### src/rtl/multiplier_control.sv
// Sequencing controller for the shift-add multiplier datapath: latches operands,
// strobes the product register load, runs WIDTH iterations, then holds Ready until Ack.
module multiplier_control #(
    parameter int WIDTH = 32,
    parameter int CNT_W = 6
) (
    input  logic             clk,
    input  logic             Reset,
    input  logic             Start,
    input  logic [WIDTH-1:0] Multiplicand_in,
    input  logic [WIDTH-1:0] Multiplier_in,
    input  logic             Ack,
    output logic [WIDTH-1:0] Multiplicand,
    output logic [WIDTH-1:0] Multiplier_out,
    output logic             Load,
    output logic             Run,
    output logic             pre_finish,
    output logic             Ready,
    output logic             Busy,
    output logic             Done_pulse,
    output logic [CNT_W-1:0] Count
);

    // state  | meaning
    // S_IDLE | waiting for Start, operands frozen
    // S_LOAD | one-cycle product register load strobe
    // S_RUN  | WIDTH shift-add iterations, Count = iteration index
    // S_DONE | product valid, waiting for Ack
    typedef enum logic [1:0] {
        S_IDLE = 2'd0,
        S_LOAD = 2'd1,
        S_RUN  = 2'd2,
        S_DONE = 2'd3
    } state_t;

    localparam logic [CNT_W-1:0] LAST_CNT = CNT_W'(WIDTH - 1);

    state_t           r_state;
    state_t           w_next;
    logic [CNT_W-1:0] r_count;
    logic [WIDTH-1:0] r_mcand;
    logic [WIDTH-1:0] r_mplier;
    logic             r_done_pulse;
    logic             w_last;

    assign w_last = (r_count == LAST_CNT);

    always_comb begin
        w_next     = r_state;
        Load       = 1'b0;
        Run        = 1'b0;
        pre_finish = 1'b1;
        Ready      = 1'b0;
        Busy       = 1'b0;
        case (r_state)
            S_IDLE: begin
                if (Start) w_next = S_LOAD;
            end
            S_LOAD: begin
                Load   = 1'b1;
                Busy   = 1'b1;
                w_next = S_RUN;
            end
            S_RUN: begin
                Run        = 1'b1;
                pre_finish = 1'b0;
                Busy       = 1'b1;
                if (w_last) w_next = S_DONE;
            end
            S_DONE: begin
                Ready = 1'b1;
                if (Ack) w_next = S_IDLE;
            end
            default: w_next = S_IDLE;
        endcase
    end

    always_ff @(posedge clk) begin
        if (Reset) begin
            r_state      <= S_IDLE;
            r_count      <= '0;
            r_mcand      <= '0;
            r_mplier     <= '0;
            r_done_pulse <= 1'b0;
        end else begin
            r_state      <= w_next;
            r_done_pulse <= (r_state == S_RUN) && (w_next == S_DONE);
            case (r_state)
                S_IDLE: begin
                    if (Start) begin
                        r_mcand  <= Multiplicand_in;
                        r_mplier <= Multiplier_in;
                        r_count  <= '0;
                    end
                end
                S_LOAD: r_count <= '0;
                // Saturates at the last index so the counter can never wrap.
                S_RUN:  if (!w_last) r_count <= r_count + 1'b1;
                default: ;
            endcase
        end
    end

    assign Multiplicand   = r_mcand;
    assign Multiplier_out = r_mplier;
    assign Done_pulse     = r_done_pulse;
    assign Count          = r_count;

endmodule

### config.mk
export PLATFORM = sky130hd
export DESIGN_NAME = multiplier_control
export DESIGN_NICKNAME = d
export VERILOG_FILES = /design/src/rtl/multiplier_control.sv
export SDC_FILE = /design/constraint.sdc
export NUM_CORES = 1
export LEC_CHECK = 0
export ABC_AREA = 1
export BUFFER_PORTS_ARGS = -buffer_cell sky130_fd_sc_hd__buf_4
export CAP_MARGIN = 20
export CELL_PAD_IN_SITES_DETAIL_PLACEMENT = 2
export CELL_PAD_IN_SITES_GLOBAL_PLACEMENT = 2
export CORE_ASPECT_RATIO = 1.4
export CORE_UTILIZATION = 26
export CTS_BUF_LIST = sky130_fd_sc_hd__clkbuf_2
export CTS_CLUSTER_DIAMETER = 120
export CTS_CLUSTER_SIZE = 20
export DETAILED_ROUTE_END_ITERATION = 8
export PLACE_DENSITY_LB_ADDON = 0.15
export SLEW_MARGIN = 20
export SYNTH_ARGS = -nofsm -noshare
export SYNTH_HDL_FRONTEND = slang
export SYNTH_SLANG_ARGS = --single-unit
### constraint.sdc
create_clock -name clk -period 4.09 [get_ports clk]
set_input_delay 0.818 -clock clk [delete_from_list [all_inputs] [get_ports clk]]
set_output_delay 0.818 -clock clk [all_outputs]
set_load 0.005 [all_outputs]
==> results.md <==
- Status: completed
- Number of buffers inserted to repair setup after CTS: 0
- Unrepaired setup endpoints after global routing: no
- Clock tree from TritonCTS: yes
- Area fraction of the dominant cell type after synthesis: 51.7%
- Area growth, synth to finish: 45.3%
- CTS sink count: 73
- Number of global-route vias before repair: 3,037
- Crit path buf inv count: 3
- Final Hold Vio Count: 0
- Die outline area: 11,300 um^2
- Hold buffers post-CTS: 0
- Critical path's slowest cell: dfxtp_1
- Residual DRC: 0
- PostCTS Resize Cnt: 0
- Global-route congestion overflow total: 0
- Average wire per cell in the routed design: 14.8 um
- Number of library cell types mapped by synthesis: 19
- Final slew viol count: 0
- Post-synth ARST share: 0%
- CP cell instances: inv_1 > ha_1 > inv_1 > buf_4
- Wire length after detailed routing: 9580 um
- Synthesized instance count: 366
- Kind of end point of the critical path: output port
- Average cell area after synthesis: 7.72 um^2
- Hold Path Class: in -> reg
- Post-DP HPWL: 6940 um
- Wire length of the first global-routing pass: 15,200 um
- Clock transition at the registers of the reported paths: 0.20 ns
- Data required time at the worst endpoint: 3.27 ns
- Finished Core Util: 39.2%
- Fraction of the cycle the final worst path needs: 61.9%
- Antenna violations before repair: 1
- Initial core utilization: 27.0%
- Vias per Instance: 4.47
- Number of placed I/O pins: 144
- Largest net degree at the start of global routing: 66
- Largest fanout on the critical path: 5
- Power per Cell Area: 401 nW/um^2
- Number of endpoints failing setup at the final stage: 0
- Most numerous cell on the critical path: inv_1
- Ys flop type: dfxtp_1
- Worst stage delay on the critical path: 0.43 ns
- WS Path Type: reg -> out
- Die Height: 125 um
- Number of cell instances on the worst register-to-register path: 7
- Ranking of synthesized cells by instance count: nor2_1 (138), dfxtp_1 (73), o21ai_1 (61)
- Synthesized Nets: 441
- Highest achievable clock rate: 0.395 GHz
- Portion of the post-synthesis area used by sequential elements: 51.7%
- Synth Register Bits: 73
- Buffer depth of the longest clock path: 2
- IR Drop Worst-Case VDD: 0.127 mV
- Count of input and output buffers: 143
- Family with the most delay on the worst path: buffers and inverters
- Largest area contributor in the synthesized netlist: dfxtp_1
- Width of the die: 90.1 um
- Weighted congestion reported at the end of routability-driven placement: 0.704
- Static leakage power: 1.96 nW
- Biggest area contributors in the synthesized netlist: dfxtp_1 (52%), nor2_1 (18%), o21ai_1 (11%)
- Core region area: 10,500 um^2
- Measured slew at the worst slew-check pin: 1.02 ns
- Cell area after synthesis: 2830 um^2
- Cell at the root of the clock tree: clkbuf_2
- Final Critical Period: 2.53 ns
- Count of nets left with antenna violations after detail routing: 0
- Number of iterations in the first detailed-routing pass: 4
- Critical path arrival: 1.72 ns
- Clock latency reported for the late side of the worst-skew pair: 0.53 ns
- Fraction of final layout cells sized beyond drive strength 1: 33.1%
- Number of nets in the finished design: 578
- Initial drt markers: 94
- Number of placement rows: 44
- Num CTS Buffers: 9
- Setup Skew: 0.0135 ns
- Number of warning messages in the yosys log: 0
- Number of enable-type register cells in the synthesized netlist: 0
- Count of max-cap constraint violations: 0
- Total Neg Setup Slack: 0 ns
- Remaining max-slew budget at the tightest pin: 32.3%
- Total number of cells along the worst setup path: 4
- Cell with the most instances after synthesis: nor2_1
- Total via count in the routed design: 2,889
- Number of levels in the clock H-tree: 3
- Hold Crit Depth: 2
- Startpoint kind of the worst setup timing path: flip-flop
- Total global-route track usage: 17.3%
[area by class of cell]
cell class / instances / area [um^2]
inverter: 20 / 75.1
tap: 138 / 173
fill: 1243 / 6360
clock buffer: 9 / 45.0
timing repair buffer: 146 / 1120
clock inverter: 7 / 93.8
antenna: 1 / 2.50
multi-input combinational: 253 / 1140
sequential: 73 / 1460
[cell families (layout without fill, tap and decap cells)]
logic type | after synthesis | after routing | share of synthesized area, %
other | 0 | 1 | 0
xor gates and xnor gates | 1 | 1 | 0.310
adders and majority gates | 7 | 7 | 3.10
and+or+nand+nor | 169 | 169 | 23.2
DFF | 73 | 73 | 51.7
AOI/OAI and AO/OA | 76 | 76 | 13.6
buffers and inverters | 40 | 182 | 8.10
[power breakdown]
group          internal [mW]  total, mW  leakage, nW  switching, mW
clock network          0.202      0.475       0.0783          0.273
logic                  0.180      0.351         1.28          0.172
registers              0.779      0.818        0.604         0.0387
total                   1.16       1.64         1.96          0.484
[sequential cells by signal, indices dropped and copies added (netlist names)]
register / flops
Multiplicand: 32
Multiplier_out: 32
Count: 6
r_state: 2
Done_pulse: 1
[final timing paths]
path,slack (ns),start,end
max,1.56,r_state[0],pre_finish
min,0.46,Reset,Count[2]
max reg2reg,1.97,r_state[0],Multiplicand[24]
min reg2reg,0.51,Multiplicand[5],Multiplicand[5]
[cell usage in the layout, fill, tap and decap left out]
cell type / count
buf_4: 145
nor2_1: 138
dfxtp_1: 73
o21ai_1: 61
nand2_1: 20
inv_1: 17
clkbuf_2: 9
a21oi_1: 8
nand3_1: 7
ha_1: 7
o21ai_0: 6
inv_2: 3
nand2_2: 2
bufinv_16: 2
clkinvlp_4: 2
clkinv_2: 2
diode_2: 1
o211ai_1: 1
nand4_1: 1
nand2_4: 1
xnor2_1: 1
inv_6: 1
buf_16: 1
[worst reg2reg max path, delay by kind of cell, from the launching register on]
family / cells / cell delay [ns]
adders and majority gates: 1 / 0.21
buffers and inverters: 3 / 1.22
and+or+nand+nor: 3 / 0.26
DFF: 1 / 0.39
[metal layers]
| metal | share of wire (%) | GRT usage (%) |
|---|---|---|
| met1 | 37 | 17.2 |
| met2 | 57 | 33.2 |
| met3 | 4.6 | 4.14 |
| met4 | 1.8 | 7.97 |
| met5 | 0 | 0 |
[stage by stage]
| step | cell area (um^2) | worst slack [ns] | hold slack (ns) | total power [mW] | cells |
|---|---|---|---|---|---|
| floorplan | 2830 | 2.44 | 0.479 | 0.999 | 366 |
| global placement | 3940 | 1.80 | 0.464 | 1.18 | 629 |
| detailed placement | 3940 | 1.76 | 0.477 | 1.19 | 629 |
| CTS | 4070 | 1.47 | 0.415 | 1.68 | 645 |
| global route | 4100 | 1.39 | 0.400 | 1.75 | 647 |
| finish | 4100 | 1.56 | 0.464 | 1.64 | 647 |
Note: power is estimated with default switching activity, not from simulation.
